### src/rtl/mem_ctrl.sv
// mem_ctrl: byte-serial memory controller arbitrating an instruction-fetch
// port and a load/store port onto a single 8-bit synchronous RAM.
// Loads and stores move one byte per cycle, little-endian, low address first.
module mem_ctrl #(
   parameter int RAM_AW = 32
) (
   input  logic              clk,
   input  logic              rst,
   input  logic              rdy,
   input  logic              if_req,
   input  logic [31:0]       if_addr,
   output logic              if_done,
   output logic [31:0]       if_inst,
   input  logic              mem_req,
   input  logic              mem_we,
   input  logic [31:0]       mem_addr,
   input  logic [1:0]        mem_len,
   input  logic [31:0]       mem_wdata,
   output logic              mem_done,
   output logic [31:0]       mem_rdata,
   input  logic [7:0]        ram_din,
   output logic [7:0]        ram_dout,
   output logic [RAM_AW-1:0] ram_a,
   output logic              ram_wr
);

   typedef enum logic [1:0] {IDLE, READ, WRITE, DONE} state_t;

   state_t      r_state;
   logic [2:0]  r_cnt;     // edges spent in READ/WRITE since acceptance
   logic [2:0]  r_len;     // transfer length in bytes (1, 2 or 4)
   logic [31:0] r_addr;
   logic [31:0] r_wd;
   logic [31:0] r_buf;     // captured bytes, newest byte shifted in at the top
   logic        r_is_if;

   logic [2:0]  w_k;
   logic [31:0] w_next_addr;
   logic [31:0] w_wsel;
   logic [31:0] w_rd_final;
   logic [2:0]  w_mem_n;

   // byte index handled at this edge and its wrapped 32-bit address
   assign w_k         = r_cnt + 3'd1;
   assign w_next_addr = r_addr + {29'd0, w_k};
   assign w_wsel      = r_wd >> {w_k, 3'b000};
   assign w_mem_n     = (mem_len == 2'b00) ? 3'd1 : (mem_len == 2'b01) ? 3'd2 : 3'd4;

   // final load word: last byte arrives on ram_din, earlier ones sit in r_buf's top bytes
   always_comb begin
      w_rd_final = 32'd0;
      case (r_len)
         3'd1:    w_rd_final = {24'd0, ram_din};
         3'd2:    w_rd_final = {16'd0, ram_din, r_buf[31:24]};
         default: w_rd_final = {ram_din, r_buf[31:8]};
      endcase
   end

   // controller FSM with all outputs registered; rdy=0 freezes everything
   always_ff @(posedge clk) begin
      if (rst) begin
         r_state   <= IDLE;
         r_cnt     <= 3'd0;
         r_len     <= 3'd0;
         r_addr    <= 32'd0;
         r_wd      <= 32'd0;
         r_buf     <= 32'd0;
         r_is_if   <= 1'b0;
         if_done   <= 1'b0;
         mem_done  <= 1'b0;
         if_inst   <= 32'd0;
         mem_rdata <= 32'd0;
         ram_dout  <= 8'd0;
         ram_a     <= '0;
         ram_wr    <= 1'b0;
      end else if (rdy) begin
         case (r_state)
            IDLE: begin
               r_cnt <= 3'd0;
               r_buf <= 32'd0;
               // load/store port wins over instruction fetch
               if (mem_req) begin
                  r_is_if <= 1'b0;
                  r_addr  <= mem_addr;
                  r_len   <= w_mem_n;
                  r_wd    <= mem_wdata;
                  ram_a   <= mem_addr[RAM_AW-1:0];
                  if (mem_we) begin
                     ram_wr   <= 1'b1;
                     ram_dout <= mem_wdata[7:0];
                     r_state  <= WRITE;
                  end else begin
                     r_state  <= READ;
                  end
               end else if (if_req) begin
                  r_is_if <= 1'b1;
                  r_addr  <= if_addr;
                  r_len   <= 3'd4;
                  r_wd    <= 32'd0;
                  ram_a   <= if_addr[RAM_AW-1:0];
                  r_state <= READ;
               end
            end
            READ: begin
               r_cnt <= w_k;
               if (w_k < r_len)
                  ram_a <= w_next_addr[RAM_AW-1:0];
               if (r_cnt != 3'd0)
                  r_buf <= {ram_din, r_buf[31:8]};
               if (r_cnt == r_len) begin
                  if (r_is_if) begin
                     if_done <= 1'b1;
                     if_inst <= w_rd_final;
                  end else begin
                     mem_done  <= 1'b1;
                     mem_rdata <= w_rd_final;
                  end
                  r_state <= DONE;
               end
            end
            WRITE: begin
               r_cnt <= w_k;
               if (w_k < r_len) begin
                  ram_a    <= w_next_addr[RAM_AW-1:0];
                  ram_dout <= w_wsel[7:0];
                  ram_wr   <= 1'b1;
               end else begin
                  ram_wr   <= 1'b0;
                  mem_done <= 1'b1;
                  r_state  <= DONE;
               end
            end
            default: begin
               // DONE lasts one cycle and never accepts a request
               if_done  <= 1'b0;
               mem_done <= 1'b0;
               r_state  <= IDLE;
            end
         endcase
      end
   end

endmodule

### config.mk
export PLATFORM = sky130hd
export DESIGN_NAME = mem_ctrl
export DESIGN_NICKNAME = d
export VERILOG_FILES = /design/src/rtl/mem_ctrl.sv
export SDC_FILE = /design/constraint.sdc
export NUM_CORES = 1
export LEC_CHECK = 0
export CORE_MARGIN = 1.5
export CORE_UTILIZATION = 25
export CTS_BUF_LIST = sky130_fd_sc_hd__clkbuf_2 sky130_fd_sc_hd__clkbuf_4 sky130_fd_sc_hd__clkbuf_8
export DETAILED_ROUTE_END_ITERATION = 8
export MAX_ROUTING_LAYER = met4
export SYNTH_ARGS = -nofsm -noshare
export SYNTH_HDL_FRONTEND = slang
export SYNTH_SLANG_ARGS = --single-unit
### constraint.sdc
create_clock -name clk -period 3 [get_ports clk]
set_input_delay 0.75 -clock clk [delete_from_list [all_inputs] [get_ports clk]]
set_output_delay 0.75 -clock clk [all_outputs]
set_load 0.005 [all_outputs]
; Word-level counts from Yosys, hierarchy flattened
; Index checks and enable logic that the tools add are counted.
[op_classes]
reduce_logical = 20
n_div = 0
mux = 37
n_shift = 1
addsub = 2
bitwise = 3
multipliers = 0
n_lt_le_gt_ge = 1
eq_ne = 16
[op_table]
columns = op, count
row1 = 2-to-1 mux 32 bit, 6
row2 = one-hot mux 32 bit (2 select lines), 3
row3 = adder 32 x 3 -> 32 bit, 1
row4 = right shift 32 x 6 -> 8 bit, 1
row5 = 2-to-1 mux 8 bit, 3
row6 = AND reduction 4 bit, 6
row7 = != test 2 bit (second input constant), 8
row8 = one-hot mux 8 bit (2 select lines), 1
row9 = 2-to-1 mux 3 bit, 4
row10 = 2-to-1 mux 1 bit, 10
row11 = 2-to-1 mux 2 bit, 5
row12 = AND reduction 5 bit, 2
row13 = nonzero test 2 bit, 4
row14 = one-hot mux 2 bit (3 select lines), 1
row15 = one-hot mux 3 bit (2 select lines), 1
row16 = AND reduction 3 bit, 2
row17 = == test 2 x 1 -> 1 bit (second input constant), 2
row18 = zero test 2 bit, 2
row19 = one-hot mux 1 bit (2 select lines), 2
row20 = OR reduction 2 bit, 2
row21 = adder 3 x 1 -> 3 bit (second input constant), 1
row22 = == test 3 x 1 -> 1 bit (second input constant), 1
row23 = == test 3 x 2 -> 1 bit (second input constant), 1
row24 = == test 3 bit, 1
row25 = 8 further kinds, 10
[totals]
input_bits = 112
n_memories = 0
wordCells = 94
romBits = 0
mem_bits_rw = 0
ff_bits = 212
latchBits = 0
out_inout_bits = 107

; Longest topological paths before layout
; Gate-level depths: netlist of run 1.
[logic_depth]
depth_word = 4
mapped_depth = 12
mapped_depth_nobuf = 9

; Worst setup path before layout of run 1
; OpenSTA, ideal clock, no wires.
[synth_path]
path_kind = register to register
from = reg r_cnt[0]
to = reg ram_a[22]
period_less_slack_ps = 3248
arrival_ps = 3131
setup_time_ps = 117
n_path_buf = 2
path_stages_with_launch = 12
slack_ps = -248
required_ps = 2883
cell_sequence = dfxtp_1 > clkbuf_1 > inv_1 > ha_1 > buf_2 > inv_1 > fa_1 > and2b_1 > o21ai_1 > nor4_1 > mux2_2 > a32o_1
[synth_between]
elab_chain_cells = 4
elab_cells_between_ends = 7
classes_between = 2 x add/sub / 1 x order compare / 1 x eq/ne / 2 x mux / 1 x reduce/logical
[synth_rtl]
columns = element, line_no
row1 = start: declaration, 30  ; logic [2:0] r_cnt;
row2 = start signal: assignment, 105  ; r_cnt <= w_k;
row3 = start signal: assignment, 122  ; r_cnt <= w_k;
row4 = adder 3 x 1 -> 3 bit *, 44  ; assign w_k = r_cnt + 3'd1;
row5 = adder 32 x 3 -> 32 bit / less-than comparator 3 bit (equally long branches), "45, 106, 123"
row6 = 2-to-1 mux 32 bit / != test 2 x 1 -> 1 bit (equally long branches), n/a
row7 = one-hot mux 32 bit (2 select lines) / AND reduction 4 bit (equally long branches), n/a
row8 = end signal: assignment, 87  ; ram_a <= mem_addr[RAM_AW-1:0];
row9 = end signal: assignment, 107  ; ram_a <= w_next_addr[RAM_AW-1:0];
row10 = end signal: assignment, 124  ; ram_a <= w_next_addr[RAM_AW-1:0];
row11 = end: declaration, 23  ; output logic [RAM_AW-1:0] ram_a,
; Mark *: on every way between the ends. The rest lies on a longest branch, timed or not. The select of a mux whose other input is x is not followed.
; A chain may end at the register's enable or synchronous reset.

; Worst setup path in the final report of run 1
[layout_path]
from = reg r_cnt[1]
to = reg ram_a[22]
; The elaborated chain is that of the path after synthesis.

==> results.txt, run 1 <==
----------------------------------------------------
[Routing]
  Vias ... 8,963
  1st-pass router iterations ... 5
  Starting DRT DRC Count ... roughly 440
  Antenna-violating nets left ... 0
  Aggregate routed wire length ... between 30,000 and 40,000 um
  Drc violations ... 0
  WL/cell ... about 17 um
  Detailed-route vias per instance ... between 4 and 5

[Die]
  Initial Util ... 0.2530
  Chip height ... 197.8 um
  Number of top-level pins ... 219
  Area of the core ... between 30,000 and 40,000 um2
  DIE WIDTH ... 197.8 um
  DIE AREA ... around 39,000 um2
  Count of standard-cell rows ... just over 70

[Synth]
  Synth area leader ... sky130_fd_sc_hd__dfxtp_1
  Post-Synthesis Cells ... about 1,100
  Sequential area share after synthesis ... 0.4307
  Synth top area share ... 0.4307
  Most common cell in the synthesized netlist ... sky130_fd_sc_hd__dfxtp_1
  Post-synth EDFFs ... 0
  Commonest cells in the netlist ... sky130_fd_sc_hd__dfxtp_1 (204), sky130_fd_sc_hd__a21oi_1 (125), sky130_fd_sc_hd__nand2_1 (120)
  Number of synthesized register bits ... 204
  Dominant cells by area after synthesis ... sky130_fd_sc_hd__dfxtp_1 (43%), sky130_fd_sc_hd__a21oi_1 (6.6%), sky130_fd_sc_hd__nand2_1 (4.7%), sky130_fd_sc_hd__a211oi_1 (4.4%), sky130_fd_sc_hd__nor2_1 (4.2%)
  Most used flip-flop cell after synthesis ... sky130_fd_sc_hd__dfxtp_1
  Synthesized netlist net count ... ~1,200
  Post-synthesis cell type count ... 60
  Mean cell area of the mapped netlist ... about 8.5 um2
  Warning count from the yosys run ... 0
  Synth async-reset ratio ... 0
  Netlist Area Pre-Place ... 9483 um2

[Clock network]
  TritonCTS clock tree ... done
  Total clock buffers created by CTS ... 39
  Clock slew at reported path FFs ... 0.06 ns
  Quantity of gates resized following cts ... 0
  Number of clock sinks ... 204
  Postcts setup bufs ... 0
  Maximum buffer depth of the clock tree ... 3
  Number of buffers inserted by hold repair at cts ... 0
  Total number of H-tree levels ... 2
  Insertion delay to the later sink of the worst-skew pair ... around 0.54 ns
  Clock tree root buffer cell ... sky130_fd_sc_hd__clkbuf_8

[STA]
  Clk_skew ... between 0.015 and 0.02 ns
  Final number of hold-violating endpoints ... 0
  Setup-failing EPs final ... 0
  F_max ... between 0.3 and 0.4 GHz
  Actual transition at the worst max-transition pin ... between 1 and 1.5 ns
  Period utilisation layout ... 0.9040
  Max-slew headroom at the worst pin ... 0.2228
  Number of max-slew violations in the final report ... 0
  Setup TNS ... 0 ns
  Min Clock Period, post-route ... 2.712 ns
  Unrepaired setup endpoints after global routing ... no

[Pwr]
  Static power due to leakage ... ~4.4 nW
  Worst IR drop on VDD ... between 0.2 and 0.3 mV
  Power density of the placed cells ... roughly 730 nW/um2

[Finish]
  Core utilization of the finished layout ... 0.3474
  Number of nets in the layout ... around 1,400
  Fraction of final layout cells with drive strength greater than 1 ... 0.1010
  Non-Filler Instances ... 1,850
  Layout-stage area growth over the synthesis result ... 37.34%

[Min path]
  Hold Path Class ... reg2reg
  Depth of the worst hold-timing path ... 2
  Hold endpoint ... r_buf[12]
  Worst min-delay path startpoint ... r_buf[12]

[Place]
  Cells after DPL ... approximately 1,800
  Final weighted congestion in routability-driven placement ... ~0.84
  Number of port buffers ... ~220
  DP Wirelength ... approximately 22,000 um

[Job]
  MaxCap Viol Count ... 0

[Critical path]
  Crit path required time ... 3.43 ns
  Endpoint kind of the worst setup timing path ... flip-flop
  Category of the worst setup path launch point ... flip-flop
  Reg-to-reg critical path endpoint ... ram_a[22]
  Reg2reg path depth ... 9
  Crit path max fanout ... 4
  Worst Setup Path Type ... reg2reg
  Worst path arrival time ... around 3.1 ns
  Critical R2R Launch ... r_cnt[1]
  Reg-to-reg slack, setup ... around 0.29 ns

[Status]
  Run status ... complete, no violations

[Global routing]
  Total gr overflow ... 0
  Vias in the first global route ... approximately 8,500
  Global router's overall resource usage ... 0.1581
  Number of antenna violations at the first check in global routing ... 2
  Largest net degree at the start of global routing ... 66
  Global-route wire length before repair ... ~48,000 um

----------------------------------------------------
-- per-layer routing --
layer	GRT usage	part of all wire	vias to the layer above
met5	-	0	-
met4	0.04184	0.018	0
met3	0.03662	0.066	43
met2	0.2546	0.47	262
met1	0.1988	0.45	4232
li1	-	-	4426
-- layout make-up --
| type | count | area (um2) |
|---|---|---|
| fill | 3903 | 24460 |
| tap | 511 | 639.4 |
| antenna | 2 | 5.005 |
| timing repair buffer | 252 | 2484 |
| inverter | 22 | 82.58 |
| multi-input combinational | 788 | 4857 |
| clock buffer | 58 | 773.2 |
| clock inverter | 13 | 98.84 |
| sequential | 204 | 4084 |
-- cell usage in the layout, fill, tap and decap left out, types with 4 or more instances in the layout --
cell type / netlist / final
sky130_fd_sc_hd__xnor2_1: 20 / 20
sky130_fd_sc_hd__o22ai_1: 11 / 11
sky130_fd_sc_hd__mux4_2: 8 / 8
sky130_fd_sc_hd__nand4_1: 4 / 4
sky130_fd_sc_hd__clkinv_2: 0 / 9
sky130_fd_sc_hd__inv_1: 20 / 20
sky130_fd_sc_hd__mux2i_1: 37 / 37
sky130_fd_sc_hd__nor2_1: 106 / 106
sky130_fd_sc_hd__a211oi_1: 55 / 55
sky130_fd_sc_hd__buf_12: 0 / 4
sky130_fd_sc_hd__nor4_2: 8 / 8
sky130_fd_sc_hd__o211ai_1: 11 / 11
sky130_fd_sc_hd__o2bb2ai_1: 8 / 8
sky130_fd_sc_hd__o31a_1: 4 / 4
sky130_fd_sc_hd__nor4_1: 6 / 6
sky130_fd_sc_hd__a31oi_1: 4 / 4
sky130_fd_sc_hd__and3_1: 16 / 16
sky130_fd_sc_hd__o21ai_0: 13 / 13
sky130_fd_sc_hd__a22oi_1: 49 / 49
sky130_fd_sc_hd__clkdlybuf4s50_1: 0 / 216
sky130_fd_sc_hd__nor2b_1: 6 / 6
sky130_fd_sc_hd__nand2_1: 120 / 120
sky130_fd_sc_hd__xor2_1: 4 / 4
sky130_fd_sc_hd__or3_1: 4 / 4
sky130_fd_sc_hd__a311oi_1: 10 / 10
sky130_fd_sc_hd__buf_4: 4 / 30
sky130_fd_sc_hd__ha_1: 12 / 12
sky130_fd_sc_hd__clkbuf_8: 0 / 54
sky130_fd_sc_hd__clkbuf_4: 0 / 4
sky130_fd_sc_hd__a21oi_1: 125 / 125
sky130_fd_sc_hd__dfxtp_1: 204 / 204
sky130_fd_sc_hd__nand3_1: 73 / 73
sky130_fd_sc_hd__nor3_1: 24 / 24
-- how the worst max path moves through the flow --
| stage | from | to | cells after the start |
|---|---|---|---|
| final | r_cnt[1] | ram_a[22] | 9 |
| after global routing | r_cnt[1] | ram_a[12] | 10 |
| after global placement | rdy | ram_a[31] | 6 |
| after detailed placement | rdy | ram_a[31] | 6 |
| after floorplan | r_cnt[0] | ram_a[22] | 11 |
| after CTS | r_cnt[1] | ram_a[12] | 10 |
-- stage by stage --
| stage | area, um2 | power [mW] | hold WS, ns | setup WS [ns] |
|---|---|---|---|---|
| 2_1_floorplan | 9489 | 5.342 | 0.4322 | 0.001761 |
| 3_3_place_gp | 12150 | 6.603 | 0.4388 | 0.2014 |
| 3_5_place_dp | 12150 | 6.656 | 0.4440 | 0.2000 |
| 4_1_cts | 13020 | 9.684 | 0.4523 | 0.2592 |
| 5_1_grt | 13020 | 10.14 | 0.4766 | 0.09997 |
| 6_report | 13020 | 9.565 | 0.4538 | 0.2881 |
-- flip-flops by register name (all words and copies together) (netlist names) --
signal and cells:
ram_dout 8, if_inst 32, r_addr 32, r_buf 24
r_is_if 1, r_wd 32, if_done 1, r_len 3
mem_done 1, mem_rdata 32, ram_a 32, ram_wr 1
r_cnt 3, r_state 2
-- cells by family after synthesis --
family,after synthesis,synth area share
and+or+nand+nor,393,0.1995
AOI/OAI and AO/OA,312,0.2130
DFF,204,0.4307
buffers and inverters,121,0.05753
muxes,46,0.05924
xor gates and xnor gates,24,0.02217
adders and majority gates,13,0.01794
-- report_power, final --
group          total, mW  switching (mW)  internal [mW]
registers           3.48           0.343           3.14
clock network       2.99            1.24           1.75
logic               3.10            1.73           1.37
-- worst max-delay path: stages, from the launching register on --
cell,delay (ns)
sky130_fd_sc_hd__dfxtp_1,0.39
sky130_fd_sc_hd__inv_1,0.06
sky130_fd_sc_hd__ha_1,0.34
sky130_fd_sc_hd__inv_1,0.07
sky130_fd_sc_hd__fa_1,0.42
sky130_fd_sc_hd__and2b_1,0.27
sky130_fd_sc_hd__o21ai_1,0.12
sky130_fd_sc_hd__nor4_1,0.31
sky130_fd_sc_hd__mux2_2,0.36
sky130_fd_sc_hd__a32o_1,0.25
No activity file was read; power rests on OpenSTA's default activity.
==> run 2: changes to the inputs <==
--- a/config.mk
+++ b/config.mk
@@ -8,6 +8,7 @@
 export CORE_MARGIN = 1.5
 export CORE_UTILIZATION = 25
 export CTS_BUF_LIST = sky130_fd_sc_hd__clkbuf_2 sky130_fd_sc_hd__clkbuf_4 sky130_fd_sc_hd__clkbuf_8
+export CTS_CLUSTER_DIAMETER = 200
 export DETAILED_ROUTE_END_ITERATION = 8
 export MAX_ROUTING_LAYER = met4
 export SYNTH_ARGS = -nofsm -noshare
==> results of run 2 <==
The final DEF is identical to that of run 1; final timing and power are the same.
